===== src/rtl/riscv_pkg.sv =====
// Shared RV32I control types: opcodes, ALU/immediate/result select encodings
// and the control bundle carried down the pipeline.
package riscv_pkg;

  localparam logic [6:0] OP_LOAD   = 7'b0000011;
  localparam logic [6:0] OP_STORE  = 7'b0100011;
  localparam logic [6:0] OP_R      = 7'b0110011;
  localparam logic [6:0] OP_I      = 7'b0010011;
  localparam logic [6:0] OP_BRANCH = 7'b1100011;
  localparam logic [6:0] OP_JAL    = 7'b1101111;
  localparam logic [6:0] OP_JALR   = 7'b1100111;
  localparam logic [6:0] OP_LUI    = 7'b0110111;
  localparam logic [6:0] OP_AUIPC  = 7'b0010111;

  typedef enum logic [3:0] {
    ALU_ADD   = 4'd0,
    ALU_SUB   = 4'd1,
    ALU_AND   = 4'd2,
    ALU_OR    = 4'd3,
    ALU_XOR   = 4'd4,
    ALU_SLT   = 4'd5,
    ALU_SLTU  = 4'd6,
    ALU_SLL   = 4'd7,
    ALU_SRL   = 4'd8,
    ALU_SRA   = 4'd9,
    ALU_PASSB = 4'd10
  } alu_ctrl_e;

  typedef enum logic [2:0] {
    IMM_I = 3'd0,
    IMM_S = 3'd1,
    IMM_B = 3'd2,
    IMM_J = 3'd3,
    IMM_U = 3'd4
  } imm_src_e;

  typedef enum logic [1:0] {
    RES_ALU = 2'd0,
    RES_MEM = 2'd1,
    RES_PC4 = 2'd2
  } result_src_e;

  typedef struct packed {
    logic        reg_write;
    result_src_e result_src;
    logic        mem_write;
    logic        jump;
    logic        branch;
    logic [2:0]  funct3;
    alu_ctrl_e   alu_control;
    logic        alu_src_a;
    logic        alu_src_b;
    logic        pc_tgt_src;
  } ctrl_t;

  localparam ctrl_t CTRL_BUBBLE = '{
    reg_write:   1'b0,
    result_src:  RES_ALU,
    mem_write:   1'b0,
    jump:        1'b0,
    branch:      1'b0,
    funct3:      3'b000,
    alu_control: ALU_ADD,
    alu_src_a:   1'b0,
    alu_src_b:   1'b0,
    pc_tgt_src:  1'b0
  };

  // alt selects SUB for funct3=000 and SRA for funct3=101; the caller decides
  // whether instr[30] is allowed to mean that for its format.
  function automatic alu_ctrl_e alu_op(input logic [2:0] funct3, input logic alt);
    case (funct3)
      3'b000:  alu_op = alt ? ALU_SUB : ALU_ADD;
      3'b001:  alu_op = ALU_SLL;
      3'b010:  alu_op = ALU_SLT;
      3'b011:  alu_op = ALU_SLTU;
      3'b100:  alu_op = ALU_XOR;
      3'b101:  alu_op = alt ? ALU_SRA : ALU_SRL;
      3'b110:  alu_op = ALU_OR;
      default: alu_op = ALU_AND;
    endcase
  endfunction

endpackage


===== src/rtl/pipe_decoder.sv =====
// D-stage decoder: instruction word to control bundle, immediate select and
// illegal flag; purely combinational, illegal encodings yield a bubble.
module pipe_decoder
  import riscv_pkg::*;
(
  input  logic [31:0] instr,
  output ctrl_t       ctrl,
  output imm_src_e    imm_src,
  output logic        illegal
);

  logic [2:0] funct3;
  logic       alt;
  logic       unused_fields;

  assign funct3        = instr[14:12];
  assign alt           = instr[30];
  assign unused_fields = ^{instr[31], instr[29:15], instr[11:7]};

  always_comb begin
    ctrl    = CTRL_BUBBLE;
    imm_src = IMM_I;
    illegal = 1'b0;
    case (instr[6:0])
      OP_LOAD: begin
        ctrl.reg_write  = 1'b1;
        ctrl.result_src = RES_MEM;
        ctrl.alu_src_b  = 1'b1;
      end
      OP_STORE: begin
        ctrl.mem_write = 1'b1;
        ctrl.alu_src_b = 1'b1;
        imm_src        = IMM_S;
      end
      OP_R: begin
        ctrl.reg_write   = 1'b1;
        ctrl.alu_control = alu_op(funct3, alt);
      end
      OP_I: begin
        // Immediate forms have no SUB; bit 30 only distinguishes SRAI.
        ctrl.reg_write   = 1'b1;
        ctrl.alu_src_b   = 1'b1;
        ctrl.alu_control = alu_op(funct3, alt && (funct3 == 3'b101));
      end
      OP_BRANCH: begin
        imm_src = IMM_B;
        if (funct3[2:1] == 2'b01) begin
          illegal = 1'b1;
        end else begin
          ctrl.branch      = 1'b1;
          ctrl.alu_control = ALU_SUB;
          ctrl.funct3      = funct3;
        end
      end
      OP_JAL: begin
        ctrl.reg_write  = 1'b1;
        ctrl.jump       = 1'b1;
        ctrl.result_src = RES_PC4;
        imm_src         = IMM_J;
      end
      OP_JALR: begin
        ctrl.reg_write  = 1'b1;
        ctrl.jump       = 1'b1;
        ctrl.pc_tgt_src = 1'b1;
        ctrl.alu_src_b  = 1'b1;
        ctrl.result_src = RES_PC4;
      end
      OP_LUI: begin
        ctrl.reg_write   = 1'b1;
        ctrl.alu_control = ALU_PASSB;
        ctrl.alu_src_b   = 1'b1;
        imm_src          = IMM_U;
      end
      OP_AUIPC: begin
        ctrl.reg_write = 1'b1;
        ctrl.alu_src_a = 1'b1;
        ctrl.alu_src_b = 1'b1;
        imm_src        = IMM_U;
      end
      default: illegal = 1'b1;
    endcase
  end

endmodule


===== src/rtl/pipe_control.sv =====
// Pipelined RV32I control: D decode, D->E/E->M/M->W control registers, E-stage
// branch resolution. Stall or flush bubbles E; M and W always advance.
module pipe_control
  import riscv_pkg::*;
#(
  parameter int ALU_CTRL_W   = 4,
  parameter int IMM_SRC_W    = 3,
  parameter int RESULT_SRC_W = 2
) (
  input  logic                    i_clk,
  input  logic                    i_rst,
  input  logic [31:0]             i_instr_d,
  input  logic                    i_stall_d,
  input  logic                    i_flush_e,
  input  logic                    i_zero_e,
  input  logic                    i_lt_e,
  input  logic                    i_ltu_e,
  output logic [IMM_SRC_W-1:0]    o_imm_src_d,
  output logic                    o_illegal_d,
  output logic [ALU_CTRL_W-1:0]   o_alu_control_e,
  output logic                    o_alu_src_a_e,
  output logic                    o_alu_src_b_e,
  output logic                    o_pc_src_e,
  output logic                    o_pc_tgt_src_e,
  output logic                    o_result_src_e0,
  output logic                    o_reg_write_m,
  output logic                    o_mem_write_m,
  output logic [RESULT_SRC_W-1:0] o_result_src_m,
  output logic                    o_reg_write_w,
  output logic [RESULT_SRC_W-1:0] o_result_src_w
);

  ctrl_t       ctrl_d;
  ctrl_t       ctrl_e;
  imm_src_e    imm_src_d;
  logic        reg_write_m;
  logic        mem_write_m;
  result_src_e result_src_m;
  logic        reg_write_w;
  result_src_e result_src_w;
  logic        taken;

  pipe_decoder u_decoder (
    .instr   (i_instr_d),
    .ctrl    (ctrl_d),
    .imm_src (imm_src_d),
    .illegal (o_illegal_d)
  );

  // A stalled D stage keeps its instruction, so E must take a bubble rather
  // than a second copy of it.
  always_ff @(posedge i_clk) begin
    if (i_rst) begin
      ctrl_e       <= CTRL_BUBBLE;
      reg_write_m  <= 1'b0;
      mem_write_m  <= 1'b0;
      result_src_m <= RES_ALU;
      reg_write_w  <= 1'b0;
      result_src_w <= RES_ALU;
    end else begin
      ctrl_e       <= (i_flush_e || i_stall_d) ? CTRL_BUBBLE : ctrl_d;
      reg_write_m  <= ctrl_e.reg_write;
      mem_write_m  <= ctrl_e.mem_write;
      result_src_m <= ctrl_e.result_src;
      reg_write_w  <= reg_write_m;
      result_src_w <= result_src_m;
    end
  end

  always_comb begin
    taken = 1'b0;
    case (ctrl_e.funct3)
      3'b000:  taken = i_zero_e;
      3'b001:  taken = !i_zero_e;
      3'b100:  taken = i_lt_e;
      3'b101:  taken = !i_lt_e;
      3'b110:  taken = i_ltu_e;
      3'b111:  taken = !i_ltu_e;
      default: taken = 1'b0;
    endcase
  end

  assign o_imm_src_d     = IMM_SRC_W'(imm_src_d);
  assign o_alu_control_e = ALU_CTRL_W'(ctrl_e.alu_control);
  assign o_alu_src_a_e   = ctrl_e.alu_src_a;
  assign o_alu_src_b_e   = ctrl_e.alu_src_b;
  assign o_pc_src_e      = ctrl_e.jump | (ctrl_e.branch & taken);
  assign o_pc_tgt_src_e  = ctrl_e.pc_tgt_src;
  assign o_result_src_e0 = (ctrl_e.result_src == RES_MEM);
  assign o_reg_write_m   = reg_write_m;
  assign o_mem_write_m   = mem_write_m;
  assign o_result_src_m  = RESULT_SRC_W'(result_src_m);
  assign o_reg_write_w   = reg_write_w;
  assign o_result_src_w  = RESULT_SRC_W'(result_src_w);

endmodule


===== config.mk =====
export PLATFORM = sky130hd
export DESIGN_NAME = pipe_control
export DESIGN_NICKNAME = d
export VERILOG_FILES = /design/src/rtl/riscv_pkg.sv /design/src/rtl/pipe_decoder.sv /design/src/rtl/pipe_control.sv
export SDC_FILE = /design/constraint.sdc
export NUM_CORES = 1
export LEC_CHECK = 0
export CAP_MARGIN = 20
export CORE_MARGIN = 5
export CORE_UTILIZATION = 30
export CTS_BUF_LIST = sky130_fd_sc_hd__clkbuf_8
export DETAILED_ROUTE_END_ITERATION = 7
export GPL_TIMING_DRIVEN = 1
export SLEW_MARGIN = 25
export SYNTH_ARGS = -nofsm -noshare
export SYNTH_HDL_FRONTEND = slang
export SYNTH_HIERARCHICAL = 1
export SYNTH_SLANG_ARGS = --single-unit

===== constraint.sdc =====
create_clock -name i_clk -period 2.2 [get_ports i_clk]
set_clock_uncertainty 0.05 [all_clocks]
set_input_delay 0.44 -clock i_clk [delete_from_list [all_inputs] [get_ports i_clk]]
set_output_delay 0.44 -clock i_clk [all_outputs]
set_load 0.1 [all_outputs]

==> summary.md, run 1 <==
| Metric | Value |
|---|---|
| DRT met1 WL | `between 1 and 1.5 mm` |
| Antenna violations before repair | `0` |
| Number of global-route vias before repair | `993` |
| CP Depth | `6` |
| Top FF cell, synth | `dfxtp_1` |
| Buffers & Inverters on Critical Path | `3` |
| Most frequent cells in the layout | `buf_4 (37), dfxtp_1 (23), and2_2 (12)` |
| IO Port Bufs | `37` |
| Slowest stage delay, CP | `roughly 0.34 ns` |
| Met3 wire len | `approximately 170 um` |
| Layout cell share with drive strength beyond 1 | `0.488` |
| Worst-Margin Slew | `0.455 ns` |
| Hold depth | `1` |
| CTS tree | `built` |
| Synth area leaders | `dfxtp_1 (40%), and2_2 (7.9%), and2b_2 (5.4%)` |
| Critical path, cell by cell | `dlygate4sd2_1 -> nand4b_1 -> or2_4 -> inv_2 -> a21o_1 -> buf_12` |
| Clock root cell | `clkbuf_8` |
| F_max | `approximately 0.48 GHz` |
| Synth top area share | `0.403` |
| Max-Cap Viols | `0` |
| WL met2 | `1.17 mm` |
| Die height | `71.7 um` |
| Fin crit period | `around 2.1 ns` |
| Sink Count | `23` |
| Syn_area_per_cell | `10.3 sq um` |
| Non-filler instance count after layout | `214` |
| Cts bufs inserted | `3` |
| Critical path type | `input pin to output port` |
| Antenna-violating nets left | `0` |
| Number of H-tree levels | `1` |
| Register bit total from synthesis | `23` |
| Initial Util | `0.310` |
| Dominant cell type by area after synthesis | `dfxtp_1` |
| Maximum clock path buffer count | `2` |
| Relative slew slack | `0.695` |
| Ys Warns | `6` |
| Ant. Diodes | `0` |
| Final setup violation count | `0` |
| Yosys cell types | `41` |
| Final Hold Viols | `0` |
| Worst EP required | `1.71 ns` |
| Post-synthesis sequential area ratio | `0.403` |
| CORE AREA | `3690 sq um` |
| RSZ-0062 raised after global routing | `false` |
| DR pass1 iterations | `2` |
| Synth Cell Area | `1140 sq um` |
| Peak VDD IR | `0.229 mV` |
| Routed WL per cell | `approximately 11 um` |
| Setup ws final | `0.104 ns` |
| Pre-CTS WS | `-0.218 ns` |
| Leak pwr | `0.000854 uW` |
| Status | `finished clean` |
| Crit. End Element | `output port` |
| Syn nets | `150` |
| First-pass GRT wire length | `4.12 mm` |
| Family with the most delay on the worst path | `buffers and inverters` |
| Hold Crit Class | `flop to flop` |
| Post-synthesis async set-or-reset flop share | `0` |
| Worst skew pair latency | `between 0.2 and 0.3 ns` |
| R2r worst-path depth | `1` |
| Leading cell type in the layout, fill and taps excluded | `buf_4` |
| Nets | `206` |
| Total number of vias | `between 900 and 1,000` |
| Number of cell rows | `22` |
| Period Utilization, post-route | `0.953` |
| Die ar. | `5140 sq um` |
| Post-Route WL | `2.43 mm` |
| Critical-path maximum fanout | `5` |
| Vias per cell | `4.26` |
| Syn Inst Count | `111` |
| Highest routed layer | `met4` |
| Slowest-stage cell, CP | `dlygate4sd2_1` |
| Critical Path AT | `1.61 ns` |
| DRC Markers | `0` |
| Hold_buf cts | `0` |
| Cell Pwr Density | `about 450 nW/um^2` |
| Area grow syn2layout | `56.8%` |
| Initial DRC Count | `22` |
| Post-DP HPWL | `1.96 mm` |
| Num ports | `59` |
| GPL Wtd Cong | `0.756` |
| Clk slew on worst S/H paths | `approximately 0.08 ns` |
| R2R setup slack | `between 1.5 and 2 ns` |
| Total GRT Usage | `0.0985` |
| Max Slew Vio Count | `0` |
| Die X | `between 70 and 80 um` |
| GR Overflow Total | `0` |
| Worst setup SP type | `input pin` |
| Largest net degree at the start of global routing | `17` |
| Placed cells | `209` |
| Post-synth EDFFs | `0` |
-- layout make-up --
type,count,area (sq um)
inverter,3,11.3
multi-input combinational,77,663
clock buffer,3,41.3
clock inverter,1,7.51
sequential,23,460
timing repair buffer,59,548
fill,373,1900
tap,48,60.1
-- cell usage after synthesis (3+ instances only) --
cell type	number
and2b_2	7
buf_4	5
and2_2	12
nor2_1	5
nor3_1	3
dfxtp_1	23
xor2_1	4
and2_1	9
-- path summary, 6_finish.rpt --
check	startpoint	endpoint
worst min register to register	ctrl_e[12]	o_mem_write_m
worst min-delay path	ctrl_e[12]	o_mem_write_m
worst max register to register	o_result_src_m[0]	o_result_src_w[0]
worst max-delay path	i_instr_d[5]	o_imm_src_d[0]
-- cell families (layout without fill, tap and decap cells) --
logic type,after synthesis,count (layout),share of synthesized area
flip-flops,23,23,0.403
multiplexers,2,2,0.0175
XOR/XNOR,4,4,0.0307
AND/OR/NAND/NOR,60,60,0.403
buffers and inverters,11,66,0.0668
AO/OA/AOI/OAI,11,11,0.0789
-- per-layer routing --
metal,global-route usage,up-vias
met4,0.0585,0
met5,0,-
met1,0.108,394
met3,0.0309,4
met2,0.166,33
li1,-,481
-- where the power goes --
group          internal [uW]  switching (uW)  leakage (uW)
Combinational           70.9            67.4      0.000647
Sequential               416           0.190      0.000185
Clock                    128             131     0.0000217
-- sequential cells by signal, indices dropped and copies added (netlist names) --
name / cells
o_alu_src_a_e: 1
o_reg_write_w: 1
o_alu_control_e: 4
o_result_src_m: 2
ctrl_e: 9
o_reg_write_m: 1
o_mem_write_m: 1
o_result_src_w: 2
o_alu_src_b_e: 1
o_pc_tgt_src_e: 1
-- stage by stage --
step / area [sq um] / TNS, ns / utilization / hold WS (ns) / total power, uW
after CTS: 1760 / 0 / 0.477 / 0.405 / 820
after floorplan: 1170 / 0 / - / 0.378 / 489
after global placement: 1700 / -0.298 / 0.462 / 0.385 / 561
after detailed placement: 1700 / -0.338 / 0.462 / 0.385 / 563
final: 1790 / 0 / 0.486 / 0.402 / 814
after global routing: 1790 / 0 / 0.486 / 0.433 / 855
-- repair_timing --
| item | CTS | global route |
|---|---|---|
| endpoints found under the setup margin | 3 | 3 |
| cloned | 0 | 0 |
| buffers inserted | 0 | 1 |
| hold endpoints to repair | 0 | 0 |
| pin swaps | 1 | 1 |
| gates resized for setup | 9 | 5 |
Note: power is estimated with default switching activity, not from simulation.
==> run 2: changes to the inputs <==
--- a/config.mk
+++ b/config.mk
@@ -8,7 +8,6 @@
 export CAP_MARGIN = 20
 export CORE_MARGIN = 5
 export CORE_UTILIZATION = 30
-export CTS_BUF_LIST = sky130_fd_sc_hd__clkbuf_8
 export DETAILED_ROUTE_END_ITERATION = 7
 export GPL_TIMING_DRIVEN = 1
 export SLEW_MARGIN = 25
==> results of run 2 <==
Same layout as run 1: the final DEF is identical, and so are final timing and power.
==> run 3: changes to the inputs <==
==> constraint.sdc (replaced) <==
create_clock -name i_clk -period 2.7 [get_ports i_clk]
set_clock_uncertainty 0.05 [all_clocks]
set_input_delay 0.54 -clock i_clk [delete_from_list [all_inputs] [get_ports i_clk]]
set_output_delay 0.54 -clock i_clk [all_outputs]
set_load 0.1 [all_outputs]
==> summary.md, run 3 (synthesized netlist as in run 1, its figures left out) <==
| Metric | Value |
|---|---|
| Max Slew Vio Count | `0` |
| Total GRT Usage | `0.0977` |
| Critical path type | `input pin to output port` |
| Routed WL per cell | `11.4 um` |
| Hold_buf cts | `0` |
| Largest net degree at the start of global routing | `17` |
| Num ports | `59` |
| Post-DP HPWL | `1.86 mm` |
| DR pass1 iterations | `4` |
| Cts bufs inserted | `3` |
| Pre-CTS WS | `0.0331 ns` |
| Area grow syn2layout | `43.3%` |
| Antenna violations before repair | `0` |
| Leak pwr | `0.000734 uW` |
| Highest routed layer | `met4` |
| Maximum clock path buffer count | `2` |
| Hold Crit Class | `flop to flop` |
| GPL Wtd Cong | `0.783` |
| Die height | `about 72 um` |
| CORE AREA | `approximately 3700 sq um` |
| Die X | `71.7 um` |
| Clock root cell | `clkbuf_8` |
| GR Overflow Total | `0` |
| Placed cells | `196` |
| Nets | `192` |
| Number of cell rows | `22` |
| Largest Register | `ctrl_e` |
| Total number of vias | `roughly 880` |
| First-pass GRT wire length | `4.07 mm` |
| Fin crit period | `2.62 ns` |
| FILL cells | `384` |
| Final setup violation count | `0` |
| Relative slew slack | `0.651` |
| Worst-Margin Slew | `0.523 ns` |
| Non-filler instance count after layout | `200` |
| Number of flip-flops in the largest register | `9` |
| Post-Route WL | `between 2 and 2.5 mm` |
| Sink Count | `23` |
| Crit. End Element | `output port` |
| Die ar. | `5140 sq um` |
| Final Hold Viols | `0` |
| Most frequent cells in the layout | `dfxtp_1 (23), buf_4 (23), clkdlybuf4s50_1 (17)` |
| Max-Cap Viols | `0` |
| Number of global-route vias before repair | `~960` |
| WL met2 | `about 1000 um` |
| Initial DRC Count | `25` |
| Cell Pwr Density | `393 nW/um^2` |
| Met3 wire len | `192 um` |
| Initial Util | `0.310` |
| F_max | `0.382 GHz` |
| Critical-path maximum fanout | `4` |
| Final Power | `643 uW` |
| Vias per cell | `around 4.4` |
| Worst EP required | `2.11 ns` |
| Multi-input gate area | `~620 sq um` |
| CTS tree | `built` |
| Layout cell share with drive strength beyond 1 | `0.421` |
| Critical Path AT | `2.03 ns` |
| Number of H-tree levels | `1` |
| Worst setup SP type | `input pin` |
| Reg area | `460 sq um` |
| Clk slew on worst S/H paths | `~0.080 ns` |
| Peak VDD IR | `0.166 mV` |
| Antenna-violating nets left | `0` |
| DRT met1 WL | `1.04 mm` |
| IO Port Bufs | `37` |
| Period Utilization, post-route | `0.970` |
| Setup ws final | `0.0810 ns` |
| Status | `finished clean` |
| Worst skew pair latency | `0.26 ns` |
| Ant. Diodes | `0` |
| DRC Markers | `0` |
[run 3: cell types whose count changed in the layout (fill, tap and decap cells not counted), moves of 3 or more]
cell | before | now
buf_4 | 37 | 23
clkdlybuf4s50_1 | 8 | 17
dlygate4sd2_1 | 6 | 0
dlymetal6s2s_1 | 3 | 0
[run 3: worst paths after layout]
kind	from	to	slack (ns)	depth (start not counted)
setup / recovery	i_instr_d[4]	o_illegal_d	0.08	5
hold / removal	ctrl_e[15]	o_reg_write_m	0.41	1
setup reg to reg	o_reg_write_m	o_reg_write_w	2.06	1
hold reg to reg	ctrl_e[15]	o_reg_write_m	0.41	1
[run 3: critical path: stages]
cell	delay, ns
clkdlybuf4s50_1	0.46
nand2b_1	0.20
a2111oi_1	0.54
a21oi_2	0.09
buf_12	0.19
[run 3: final cells by class]
type	count	area share
inverters	3	0.00688
well taps	48	0.0367
clock inverters	1	0.00306
flip-flops and latches	23	0.281
repair buffers	45	0.271
multi-input cells	77	0.376
clock buffers	3	0.0252
[run 3: stage by stage]
stage                util  cell area, sq um  hold slack [ns]   TNS, ns
floorplan               -              1150            0.378   -0.0227
global route        0.444              1640            0.431  -0.00197
detailed placement  0.431              1590            0.391         0
finish              0.444              1640            0.406         0
CTS                 0.443              1640            0.410         0
global placement    0.431              1590            0.384         0
[run 3: where the power goes]
part / total [uW] / switching (uW) / internal [uW]
combinational: 98.3 / 47.9 / 50.4
clock: 205 / 102 / 103
sequential: 339 / 0.156 / 339
[run 3: repair_timing]
item                       4_1_cts  5_1_grt
setup endpoints to repair        0        1
buffers inserted                 0        0
resized for setup                0        1
[run 3: routing by layer]
metal | track usage | vias up
met2 | 0.156 | 33
li1 | - | 452
met4 | 0.0564 | 0
met1 | 0.113 | 388
met3 | 0.0323 | 2
met5 | 0 | -
==> RTL edit (config.mk and constraints of run 2) <==
Change the parameter `RESULT_SRC_W` from 2 to 4.
--- a/src/rtl/pipe_control.sv
+++ b/src/rtl/pipe_control.sv
@@ -6,5 +6,5 @@
   parameter int ALU_CTRL_W   = 4,
   parameter int IMM_SRC_W    = 3,
-  parameter int RESULT_SRC_W = 2
+  parameter int RESULT_SRC_W = 4
 ) (
   input  logic                    i_clk,
Interface: changed (resized o_result_src_m and o_result_src_w); port bits go from 59 to 63. No check against the original RTL was run, so the function may have changed too.
==> RTL edit against run 2 <==
Sequential share of layout area shrank 0.13 points. Critical path depth unchanged. Worst setup slack worse by 0.024 ns. Fmax fell by 1.1%. Register-to-register slack about the same. Final area grew 0.49%. Power rose by 2.0%. Wire length down 1.2%. Synthesized area is 3.0% higher. Die area up 2.6%. Sequential cell count unchanged. Non-clock buffer count stayed put. Hold slack about the same. Highest routed layer unchanged.
==> RTL edit: results (changes against run 2) <==
[drt]
firstDrtPassIters = 2  ; unchanged
routedWlPerCell_um = 11.0  ; was 11.4 um
drtIter0Drc = 10  ; was 22
vias_per_cell = 4.33  ; was 4.26

[cts]
holdBufCountCts = 0  ; unchanged
cts_max_path_buffers = 2  ; unchanged
cts_setup_buffers = 1  ; was 0
insertion_delay_ns = 0.26  ; about the same
cts-resized-gates = 17  ; was 9
cts_root_buf = clkbuf_8  ; unchanged

[placement]
hpwl_um = 2020  ; was 1960 um
gp_congestion = 0.816  ; was 0.756
placed_cell_area_sq_um = 1720  ; was 1700 sq um
post-place-cells = 213  ; was 209
place_ws_ns = -0.313  ; was -0.218 ns

[synthesis]
ys_types = 42  ; was 41
synth_common_cells = dfxtp_1, and2_2, and2_1, buf_4, and2b_2  ; was dfxtp_1, and2_2, and2_1, and2b_2
ys_seq_area_share_pct = 39.1  ; was 40.3%
async_reset_ff_share_pct = 0  ; unchanged
syn_inst = 116  ; was 111
synth_area_leaders = dfxtp_1, and2_2, buf_4  ; was dfxtp_1, and2_2, and2b_2

[power_and_ir_drop]
power_sequential_mw = 0.417  ; about the same
clk-power_mw = 0.245  ; was 0.259 mW
clockPowerShare_pct = 29.5  ; was 31.8%
ir_worst_vdd_mv = 0.215  ; was 0.229 mV
p_leak_nw = 0.848  ; was 0.854 nW
power_switching_share_pct = 26.1  ; was 24.4%

[critical_path]
rr_endpoint = o_reg_write_w  ; was o_result_src_w[0]
slowest_delay_ns = 0.36  ; was 0.34 ns
timing.rr.start = o_reg_write_m  ; was o_result_src_m[0]
reg2regPathDepth = 1  ; unchanged
path_delay_family = buffers and inverters  ; unchanged
crit_arrival_ns = 1.63  ; was 1.61 ns
critPathMaxFanout = 6  ; was 5

[global_route]
grt_usage_pct = 9.69  ; was 9.85%
grt_antenna_before_repair = 0  ; unchanged
grt_pass1_vias = 931  ; was 993
grt_first_pass_wirelength_um = 4060  ; was 4120 um

[hold_path]
worstHoldStart = ctrl_e[15]  ; was ctrl_e[12]
min_path_type = reg2reg  ; unchanged
whs_endpoint = o_reg_write_m  ; was o_mem_write_m

[timing]
setup_slack_ns = 0.0800  ; was 0.104 ns
maxSlewViolCount = 0  ; unchanged
whs_ns = 0.402  ; about the same

[finish]
layout_commonest_cell = buf_4  ; unchanged
drive_gt1_share_pct = 48.2  ; was 48.8%
fillers = 376  ; was 373
multi_input_area_sq_um = 682  ; was 663 sq um
layout.cells.non_filler = 218  ; was 214
top_register = ctrl_e  ; unchanged

[run_status]
status = complete, no violations  ; unchanged

RTL edit: kinds of logic (layout without fill, tap and decap cells):
kind of cell / after synthesis / count (layout) / synth area share [%]
AND/OR/NAND/NOR: 60 / 60 / 39.2
multiplexers: 2 / 2 / 1.70
XOR/XNOR: 4 / 4 / 2.98
other: 1 / 4 / 0.319
buffers and inverters: 15 / 66 / 9.04
flip-flops: 23 / 23 / 39.1
AO/OA/AOI/OAI: 11 / 11 / 7.66
RTL edit: layer usage:
metal	up-vias	GRT usage (%)	routed length, um
li1	484	-	-
met5	-	0	0
met4	0	6.15	70
met2	33	16.3	1150
met1	421	11.0	1010
met3	6	2.07	168
RTL edit: layout make-up:
class | instances | share of cell area (%)
clock buffer | 3 | 2.29
clock inverter | 1 | 0.278
inverter | 3 | 0.625
multi-input combinational | 81 | 37.9
sequential | 23 | 25.6
tap | 48 | 3.34
timing repair buffer | 59 | 30.0
